$ cat src/rtl/rom_fetch_ctrl.sv
// rom_fetch_ctrl: single-outstanding fetch controller for a slow async ROM.
// Accepts one address, holds ce_n/oe_n low for ACCESS_CYCLES edges, returns the word.
//
// Ports:
//   clk, rst_n           clock, async active-low reset
//   req_valid/req_ready  fetch request handshake, req_addr is the fetch address
//   rsp_valid/rsp_ready  response handshake, rsp_data is the fetched word
//   flush                abort any in-flight or pending fetch
//   busy                 high whenever the controller is not idle
//   ce_n, oe_n, rom_addr registered ROM controls
//   rom_dout             ROM data, sampled ACCESS_CYCLES edges after ce_n falls
module rom_fetch_ctrl #(
    parameter int ACCESS_CYCLES = 6
) (
    input  logic        clk,
    input  logic        rst_n,
    input  logic        req_valid,
    input  logic [15:0] req_addr,
    output logic        req_ready,
    output logic        rsp_valid,
    output logic [15:0] rsp_data,
    input  logic        rsp_ready,
    input  logic        flush,
    output logic        busy,
    output logic        ce_n,
    output logic        oe_n,
    output logic [15:0] rom_addr,
    input  logic [15:0] rom_dout
);

    typedef enum logic [1:0] {
        IDLE,
        ACCESS,
        RESP
    } state_t;

    localparam logic [3:0] LAST = 4'(ACCESS_CYCLES);

    state_t      state, state_nx;
    logic [3:0]  cnt, cnt_nx;
    logic        ce_nx, oe_nx;
    logic [15:0] addr_nx;
    logic        vld_nx;
    logic [15:0] data_nx;
    logic        accept;

    assign req_ready = (state == IDLE);
    assign busy      = (state != IDLE);
    assign accept    = req_valid & req_ready & ~flush;

    // State register plus the registered ROM/response outputs.
    always_ff @(posedge clk or negedge rst_n) begin
        if (!rst_n) begin
            state     <= IDLE;
            cnt       <= 4'd0;
            ce_n      <= 1'b1;
            oe_n      <= 1'b1;
            rom_addr  <= 16'h0000;
            rsp_valid <= 1'b0;
            rsp_data  <= 16'h0000;
        end else begin
            state     <= state_nx;
            cnt       <= cnt_nx;
            ce_n      <= ce_nx;
            oe_n      <= oe_nx;
            rom_addr  <= addr_nx;
            rsp_valid <= vld_nx;
            rsp_data  <= data_nx;
        end
    end

    // Next-state logic.
    always_comb begin
        state_nx = state;
        unique case (state)
            IDLE: begin
                if (accept)
                    state_nx = ACCESS;
            end
            ACCESS: begin
                // flush wins even on the capture edge
                if (flush)
                    state_nx = IDLE;
                else if (cnt == LAST)
                    state_nx = RESP;
            end
            RESP: begin
                if (flush || rsp_ready)
                    state_nx = IDLE;
            end
            default: state_nx = IDLE;
        endcase
    end

    // Next values of the registered outputs.
    always_comb begin
        cnt_nx  = cnt;
        ce_nx   = ce_n;
        oe_nx   = oe_n;
        addr_nx = rom_addr;
        vld_nx  = rsp_valid;
        data_nx = rsp_data;
        unique case (state)
            IDLE: begin
                if (accept) begin
                    addr_nx = req_addr;
                    ce_nx   = 1'b0;
                    oe_nx   = 1'b0;
                    cnt_nx  = 4'd1;
                end
            end
            ACCESS: begin
                if (flush) begin
                    ce_nx  = 1'b1;
                    oe_nx  = 1'b1;
                    cnt_nx = 4'd0;
                end else if (cnt == LAST) begin
                    data_nx = rom_dout;
                    vld_nx  = 1'b1;
                    ce_nx   = 1'b1;
                    oe_nx   = 1'b1;
                    cnt_nx  = 4'd0;
                end else begin
                    cnt_nx = cnt + 4'd1;
                end
            end
            RESP: begin
                // rsp_data is left alone; only rsp_valid qualifies it
                if (flush || rsp_ready)
                    vld_nx = 1'b0;
            end
            default: begin
                ce_nx  = 1'b1;
                oe_nx  = 1'b1;
                cnt_nx = 4'd0;
                vld_nx = 1'b0;
            end
        endcase
    end

endmodule

$ cat config.mk
export PLATFORM = sky130hd
export DESIGN_NAME = rom_fetch_ctrl
export DESIGN_NICKNAME = d
export VERILOG_FILES = /design/src/rtl/rom_fetch_ctrl.sv
export SDC_FILE = /design/constraint.sdc
export NUM_CORES = 1
export LEC_CHECK = 0
export CORE_MARGIN = 4
export CORE_UTILIZATION = 45
export CTS_CLUSTER_DIAMETER = 100
export DETAILED_ROUTE_END_ITERATION = 6
export PLACE_DENSITY = 0.95
export SYNTH_ARGS = -nofsm -noshare
export SYNTH_HDL_FRONTEND = slang
export SYNTH_SLANG_ARGS = --single-unit
export TNS_END_PERCENT = 50
$ cat constraint.sdc
create_clock -name clk -period 3.8 [get_ports clk]
set_input_delay 0.38 -clock clk [delete_from_list [all_inputs] [get_ports clk]]
set_output_delay 0.38 -clock clk [all_outputs]
set_load 0.02 [all_outputs]
Word level (Yosys, flattened, before mapping)
Index checks and enable logic that the tools add are counted.
{"block": "classes", "addsub": 1, "n_eq_ne": 8, "mux": 16, "bitwise": 5, "n_reduce_logical": 9}
{"op": "4-bit 2-to-1 mux", "n": 3}
{"op": "4-bit one-hot mux with 3 select lines", "n": 1}
{"op": "3-bit AND reduction", "n": 3}
{"op": "2-bit 2-to-1 mux", "n": 4}
{"op": "2-bit inequality test, second input constant", "n": 3}
{"op": "1-bit one-hot mux with 3 select lines", "n": 2}
{"op": "2-bit one-hot mux with 3 select lines", "n": 1}
{"op": "1-bit 2-to-1 mux", "n": 5}
{"op": "4-bit by 1-bit adder with 4-bit output, second input constant", "n": 1}
{"op": "4-bit by 3-bit equality test with 1-bit output, second input constant", "n": 1}
{"op": "2-bit AND reduction", "n": 2}
{"op": "4-bit AND reduction", "n": 1}
{"op": "3-bit inequality test, second input constant", "n": 1}
{"op": "1-bit inverter", "n": 3}
{"op": "1-bit bitwise AND", "n": 2}
{"op": "2-bit by 1-bit equality test with 1-bit output, second input constant", "n": 1}
{"op": "2-bit equality test, second input constant", "n": 1}
{"op": "2-bit logical NOT", "n": 1}
{"op": "2-bit by 1-bit inequality test with 1-bit output, second input constant", "n": 1}
{"op": "2-bit nonzero test", "n": 1}
{"op": "1-bit logical OR", "n": 1}
{"block": "totals", "reg_bits": 40, "input_bits": 37, "out_inout_bits": 37, "wordCells": 45}

Longest topological paths before layout
Gate-level depths: netlist of the first run.
{"block": "logic_depth", "ltp_word": 5, "depth_mapped": 6, "depth_no_buf": 5}

Worst setup path before layout of the first run
Ideal clock, no wire load.
{"block": "synth_timing", "path_kind": "register -> register", "startpoint": "reg state[1]", "endpoint": "reg rsp_data[0]", "setup_ps": 125, "arrival_time_ps": 1583, "required_time_ps": 3675, "slack_ps": 2092, "stages_incl_launch_ff": 7, "period_less_slack_ps": 1708, "cell_sequence": "dfrtp_1 > buf_2 > or3b_1 > buf_2 > nor2_8 > buf_12 > mux2_4"}
{"block": "synth_between", "elab_chain_cells": 2}
{"item": "start, declared", "line": "39", "source": "state_t state, state_nx;"}
{"item": "start signal, assigned", "line": "62", "source": "state <= state_nx;"}
{"item": "2-bit by 1-bit equality test with 1-bit output", "line": "103", "source": "unique case (state)"}
{"item": "3-bit AND reduction (no line)"}
{"item": "end signal, assigned", "line": "68", "source": "rsp_data <= data_nx;"}
{"item": "end, declared", "line": "21", "source": "output logic [15:0] rsp_data,"}
Every way passes these cells.
A chain may end at the register's enable or synchronous reset.

Worst setup path in the final report of the first run
{"block": "layout_timing", "startpoint": "reg state[1]", "endpoint": "out req_ready"}
{"block": "layout_between", "elab_chain_cells": 1}
{"item": "2-bit logical NOT", "line": "47", "source": "assign req_ready = (state == IDLE);"}
{"item": "end, declared", "line": "19", "source": "output logic req_ready,"}
Every way passes these cells.

==> reports/qor.yml, run 1 <==
yosys:
  synth.area.mux_share_pct: 23.3
  syn_nets: 156
  yosys.cell_types.count: 30
  syn-cell-area_mm2: 0.00173
  synth_compound_area_share_pct: 5.13
  ys_seq_elements: 40
  synth_fa_ha_area_share_pct: 1.45
  syn_inst: 117
  synth-seq-area-share_pct: 57.9
  synth-xor-area-share_pct: 0
  syn_area_per_cell_um2: 14.8
  yosysWarnings: 0
  yosys.area_share.simple_pct: 8.09
  synth_top_family_by_area: "multiplexers"
cts:
  htreeDepth: 2
  hold_buffers: 0
  numClockSinks: 40
  cts_resized: 0
  clockRootBuffer: "clkbuf_8"
  post_cts_buffers: 0
  insertion_delay_ns: 0.30
  cts.clk_slew.worst_paths_ns: 0.08
  cts_buffers: 5
  clockBufferDepth: 2
  cts_tree: "yes"
status:
  status: "complete, no violations"
critical_path:
  required_ns: 3.42
  endpoint_kind: "primary output"
  setup.worst_path.start: "state[1]"
  crit_chain: "or2_2, inv_1, clkdlybuf4s50_1"
  critPathLaunchType: "flop"
  critPathSlowestCell: "clkdlybuf4s50_1"
  critPathMaxStageDelay_ns: 0.59
  r2r_setup_slack_ns: 1.85
  r2r-start: "state[1]"
  cp_max_fo: 9
  path_class: "flop to primary output"
  cp.arrival_ns: 1.78
pwr:
  leakage_uw: 0.00112
  peakVddDrop_v: 0.000320
  powerDensity_mw_per_mm2: 434
floorplan:
  io_pins: 74
  core_area_mm2: 0.00369
  start_util_pct: 46.9
  die_width_um: 70.0
  num_rows: 22
  die_area_mm2: 0.00490
  chipHeight_um: 70.0
drt:
  drc: 0
  drtIter0Drc: 36
  via_per_inst: 5.13
  via_count: 1230
  ant_nets: 0
  drt_wl_total_um: 4170
  first_pass_iters: 4
  routedWlPerCell_um: 17.4
grt:
  grt_pass1_vias: 1386
  grt_overflow: 0
  antenna_found_initial: 0
  grt_pass1_wl_um: 7000
  grt_max_degree: 41
  grt_util_all_layers_pct: 18.6
placement:
  port_buffers: 73
  dp.cells: 232
  gp_congestion: 0.742
  place_hpwl_um: 3090
timing:
  finalCriticalPeriod_ns: 2.16
  finalCritPeriodShare_pct: 56.9
  fmax_mhz: 462
  rsz0062_at_grt: "false"
  hold_viol: 0
  setup_tns_ns: 0
  slew-limit-headroom_pct: 32.5
  whs_ns: 0.186
  final-setup-viol-count: 0
  worst_slew_pin_slew_ns: 1.01
  skew_ns: 0.00563
  drv_slew: 0
cells_and_area:
  final_cells: 240
  post-route-util_pct: 69.7
  layout_common_cells: "clkdlybuf4s50_1 (72), dfrtp_1 (39), mux2_2 (23)"
  synthToLayoutAreaGrowth_pct: 48.6
  seq_area_mm2: 0.00100
  multiInputGateArea_um2: 658
  n_fill_cell: 239
  drive_gt1_share_pct: 24.5
  n_antenna_cell: 0
  layout_commonest_cell: "clkdlybuf4s50_1"
  nets: 230
job:
  drv_cap: 0
min_path:
  worstHoldPathType: "primary input to async pin"
## sequential cells by signal, summed over array words and instances (netlist names)
| signal | cells |
|---|---|
| state | 2 |
| rsp_valid | 1 |
| rsp_data | 16 |
| rom_addr | 16 |
| oe_n | 1 |
| cnt | 4 |
## routing by layer
metal	up-vias	global-route usage [%]	routed length, µm
met1	610	19.9	1570
li1	563	-	-
met5	-	0	0
met2	45	31.6	2150
met4	0	10.4	155
met3	12	6.76	296
## cell usage after synthesis (all sizes together)
master	number	area [µm²]
or3b	2	17.5
o31ai	3	22.5
or3	1	6.26
inv	4	15.0
a21oi	7	35.0
nor4b	1	23.8
o21ai	1	5.00
mux2i	1	10.0
nand2b	1	6.26
nand2	1	3.75
dfrtp	39	976
nor2b	2	12.5
a21o	1	8.76
o2bb2ai	2	17.5
or2	1	6.26
nand3	2	10.0
and4b	1	10.0
nor2	4	31.3
nor3	1	5.00
nand3b	1	7.51
dfstp	1	26.3
buf	6	56.3
mux2	32	394
ha	2	25.0
## critical path, delay by kind of cell, from the launching register on
family        cells  cell delay, ns
simple gates      1            0.35
flops             1            0.49
buf+inv           2            0.64
## cell type report
cell class                      instances  share of cell area (%)
Tap cell                               48                    2.33
Timing Repair Buffer                   73                    28.2
Multi-Input combinational cell         67                    25.6
Clock inverter                          3                    1.65
Sequential cell                        40                    39.0
Clock buffer                            5                    2.68
Inverter                                4                   0.584
## cells by family (layout without fill, tap and decap cells)
logic type	Yosys count	in the layout
multiplexers	33	33
AO/OA/AOI/OAI	14	14
adder cells (fa/ha/maj)	2	2
AND/OR/NAND/NOR	18	18
buffers and inverters	10	85
flip-flops	40	40
## metrics by stage
| stage | cell area [µm²] | setup slack (ns) | power (µW) |
|---|---|---|---|
| 3_3_place_gp | 2460 | 1.45 | 764 |
| 2_1_floorplan | 1730 | 2.09 | 627 |
| 4_1_cts | 2570 | 1.63 | 1130 |
| 3_5_place_dp | 2460 | 1.33 | 778 |
| 5_1_grt | 2570 | 1.54 | 1170 |
| 6_report | 2570 | 1.64 | 1120 |
## worst paths after layout
path | cells after the start | to
max | 3 | req_ready
min | 1 | rsp_data[4]
max reg2reg | 2 | rom_addr[4]
min reg2reg | 1 | rsp_valid
max in group asynchronous | 1 | rsp_data[13]
min in group clk | 1 | rsp_valid
## power by group
group	switching, µW	internal [µW]	leakage, µW
clock	152	194	0.0000541
sequential	32.8	472	0.000515
combinational	117	147	0.000555
Power figures use the tool's default switching activity.
==> run 2, diff against run 1 <==
--- a/config.mk
+++ b/config.mk
@@ -6,10 +6,10 @@
 export NUM_CORES = 1
 export LEC_CHECK = 0
 export CORE_MARGIN = 4
-export CORE_UTILIZATION = 45
+export CORE_UTILIZATION = 38
 export CTS_CLUSTER_DIAMETER = 100
 export DETAILED_ROUTE_END_ITERATION = 6
-export PLACE_DENSITY = 0.95
+export PLACE_DENSITY = 0.88
 export SYNTH_ARGS = -nofsm -noshare
 export SYNTH_HDL_FRONTEND = slang
 export SYNTH_SLANG_ARGS = --single-unit
==> constraint.sdc (replaced) <==
create_clock -name clk -period 1.9 [get_ports clk]
set_input_delay 0.19 -clock clk [delete_from_list [all_inputs] [get_ports clk]]
set_output_delay 0.19 -clock clk [all_outputs]
set_load 0.02 [all_outputs]
==> run 2 against run 1 <==
Against the previous run:
- design area rose by 3.9%
- worst hold slack improved by 0.29 ns
- first-iteration DRC count fell by 5.6%
- critical path depth is the same
- register-to-register slack got worse by 1.7 ns
- via count fell by 0.81%
- count of clock-buffer cells in the layout did not move
- die area is 16% higher
- core utilization shrank 8.8 points
- routed wire length is 8.2% lower
- sequential power grew 98%
- final cell count grew 5.4%
- largest power group unchanged
==> reports/qor.yml, run 2 (same netlist as run 1, synthesis figures left out) <==
grt:
  grt_pass1_wl_um: 5780  # was 7000 µm
  grt_pass1_vias: 1276  # was 1,386
  grt_max_degree: 41  # unchanged
  grt_overflow: 0  # unchanged
  antenna_found_initial: 0  # unchanged
  grt_util_all_layers_pct: 13.5  # was 18.6%
timing:
  slew-limit-headroom_pct: 66.7  # was 32.5%
  layout_setup_ws_ns: 0.0578  # was 1.64 ns
  fmax_mhz: 543
  setup_tns_ns: 0  # unchanged
  finalCritPeriodShare_pct: 97.0
  whs_ns: 0.478  # was 0.186 ns
  drv_slew: 0  # unchanged
  hold_viol: 0  # unchanged
  finalCriticalPeriod_ns: 1.84
  rsz0062_at_grt: "false"  # unchanged
  final-setup-viol-count: 0  # unchanged
  skew_ns: 0.00530  # was 0.00563 ns
  worst_slew_pin_slew_ns: 0.499  # was 1.01 ns
critical_path:
  reg2reg_to: "rsp_data[1]"  # was rom_addr[4]
  cp_max_fo: 5  # was 9
  path_class: "flop to primary output"  # unchanged
  r2r-start: "cnt[0]"  # was state[1]
  critPathBufInv: 2  # unchanged
  critPathSlowestCell: "clkdlybuf4s50_1"  # unchanged
  crit_chain: "or2_2, inv_1, clkdlybuf4s50_1"  # unchanged
  required_ns: 1.71  # was 3.42 ns
  endpoint_kind: "primary output"  # unchanged
  rr_worst_depth: 6  # was 2
  r2r_setup_slack_ns: 0.15  # was 1.85 ns
  critPathLaunchType: "flop"  # unchanged
  critPathMaxStageDelay_ns: 0.59  # about the same
  cp.arrival_ns: 1.65  # was 1.78 ns
  cpLargestDelayFamily: "buffers and inverters"  # unchanged
pwr:
  leakage_uw: 0.00118  # was 0.00112 µW
  powerDensity_mw_per_mm2: 835  # was 434 mW/mm²
  peakVddDrop_v: 0.000510  # was 0.000320 V
placement:
  gp_congestion: 0.716  # was 0.742
  place_hpwl_um: 2870  # was 3090 µm
  port_buffers: 73  # unchanged
  placed_cell_area_mm2: 0.00255  # was 0.00246 mm²
  dp.cells: 244  # was 232
  post-place-ws_ns: 0.0428  # was 1.33 ns
floorplan:
  chipHeight_um: 75.5  # was 70.0 µm
  die_width_um: 75.5  # was 70.0 µm
  start_util_pct: 39.5  # was 46.9%
  die_area_mm2: 0.00570  # was 0.00490 mm²
  core_area_mm2: 0.00438  # was 0.00369 mm²
  num_rows: 24  # was 22
  io_pins: 74  # unchanged
cells_and_area:
  nets: 239  # was 230
  largestRegisters: "rom_addr x16, rsp_data x16, cnt x4"  # unchanged
  final_cells: 253  # was 240
  n_fill_cell: 334  # was 239
  stdcell_area_mm2: 0.00267  # was 0.00257 mm²
  layout_common_cells: "clkdlybuf4s50_1 (72), dfrtp_1 (39), mux2_2 (23)"  # unchanged
  n_antenna_cell: 0  # unchanged
  layout_commonest_cell: "clkdlybuf4s50_1"  # unchanged
  drive_gt1_share_pct: 27.4  # was 24.5%
  synthToLayoutAreaGrowth_pct: 54.3  # was 48.6%
cts:
  clockBufferDepth: 2  # unchanged
  cts.clk_slew.worst_paths_ns: 0.08  # about the same
  numClockSinks: 40  # unchanged
  cts_buffers: 5  # unchanged
  htreeDepth: 2  # unchanged
  post_cts_buffers: 0  # unchanged
  cts_tree: "yes"  # unchanged
  clockRootBuffer: "clkbuf_8"  # unchanged
  insertion_delay_ns: 0.29  # was 0.30 ns
drt:
  drc: 0  # unchanged
  ant_nets: 0  # unchanged
  via_per_inst: 4.82  # was 5.13
  routedWlPerCell_um: 15.1  # was 17.4 µm
  first_pass_iters: 4  # unchanged
  drtIter0Drc: 34  # was 36
  via_count: 1220  # was 1,230
  drt_wl_total_um: 3830  # was 4170 µm
min_path:
  worstHoldPathType: "primary input to async pin"  # unchanged
job:
  drv_cap: 0  # unchanged
status:
  status: "complete, no violations"  # unchanged
## run 2: changes by cell type in the layout (fill, tap and decap cells not counted), sizes merged
cell         delta
dlygate4sd3     +1
buf             +8
## run 2: how the worst max path moves through the flow
stage / startpoint / end / slack (ns) / depth (start not counted)
after floorplan: state[1] / rsp_data[0] / 0.19 / 6
after global placement: flush / rsp_data[6] / 0.06 / 5
after detailed placement: flush / rsp_data[9] / 0.04 / 5
after CTS: state[0] / req_ready / 0.04 / 3
after global routing: state[0] / req_ready / 0.01 / 3
final: state[0] / req_ready / 0.06 / 3
## run 2: worst register-to-register path, stage by stage, from the launching register on
cell and delay [ns]:
dfrtp_1 0.44, inv_1 0.08, ha_1 0.17, nand3b_1 0.23, nor2_8 0.23, buf_4 0.18, mux2_4 0.30
## run 2: timing repair
item	in CTS	in global routing
endpoints found under the hold margin	39	0
gates resized for setup	0	0
hold buffers	1	0
## run 2: where the power goes
group	internal [µW]	switching, µW
Sequential	944	57.3
Clock	389	305
Combinational	306	231
## run 2: final cells by class
class	instances	area, µm²	area share, %
inverters	4	15.0	0.562
clock inverters	3	42.5	1.59
multi-input cells	67	658	24.6
flip-flops and latches	40	1000	37.5
repair buffers	82	821	30.7
clock buffers	5	68.8	2.57
well taps	52	65.1	2.43
## run 2: stage by stage
| step | power, µW | util [%] |
|---|---|---|
| floorplan | 1250 | - |
| global placement | 1550 | 58.2 |
| detailed placement | 1560 | 58.2 |
| CTS | 2260 | 61.0 |
| global route | 2330 | 61.0 |
| finish | 2230 | 61.0 |
## run 2: per-layer routing
| layer | vias up | GRT usage (%) | share of wire, % |
|---|---|---|---|
| met5 | - | 0 | 0 |
| met4 | 0 | 5.24 | 1.7 |
| met3 | 7 | 5.67 | 6.9 |
| met2 | 39 | 21.8 | 51 |
| met1 | 594 | 15.9 | 41 |
| li1 | 580 | - | - |
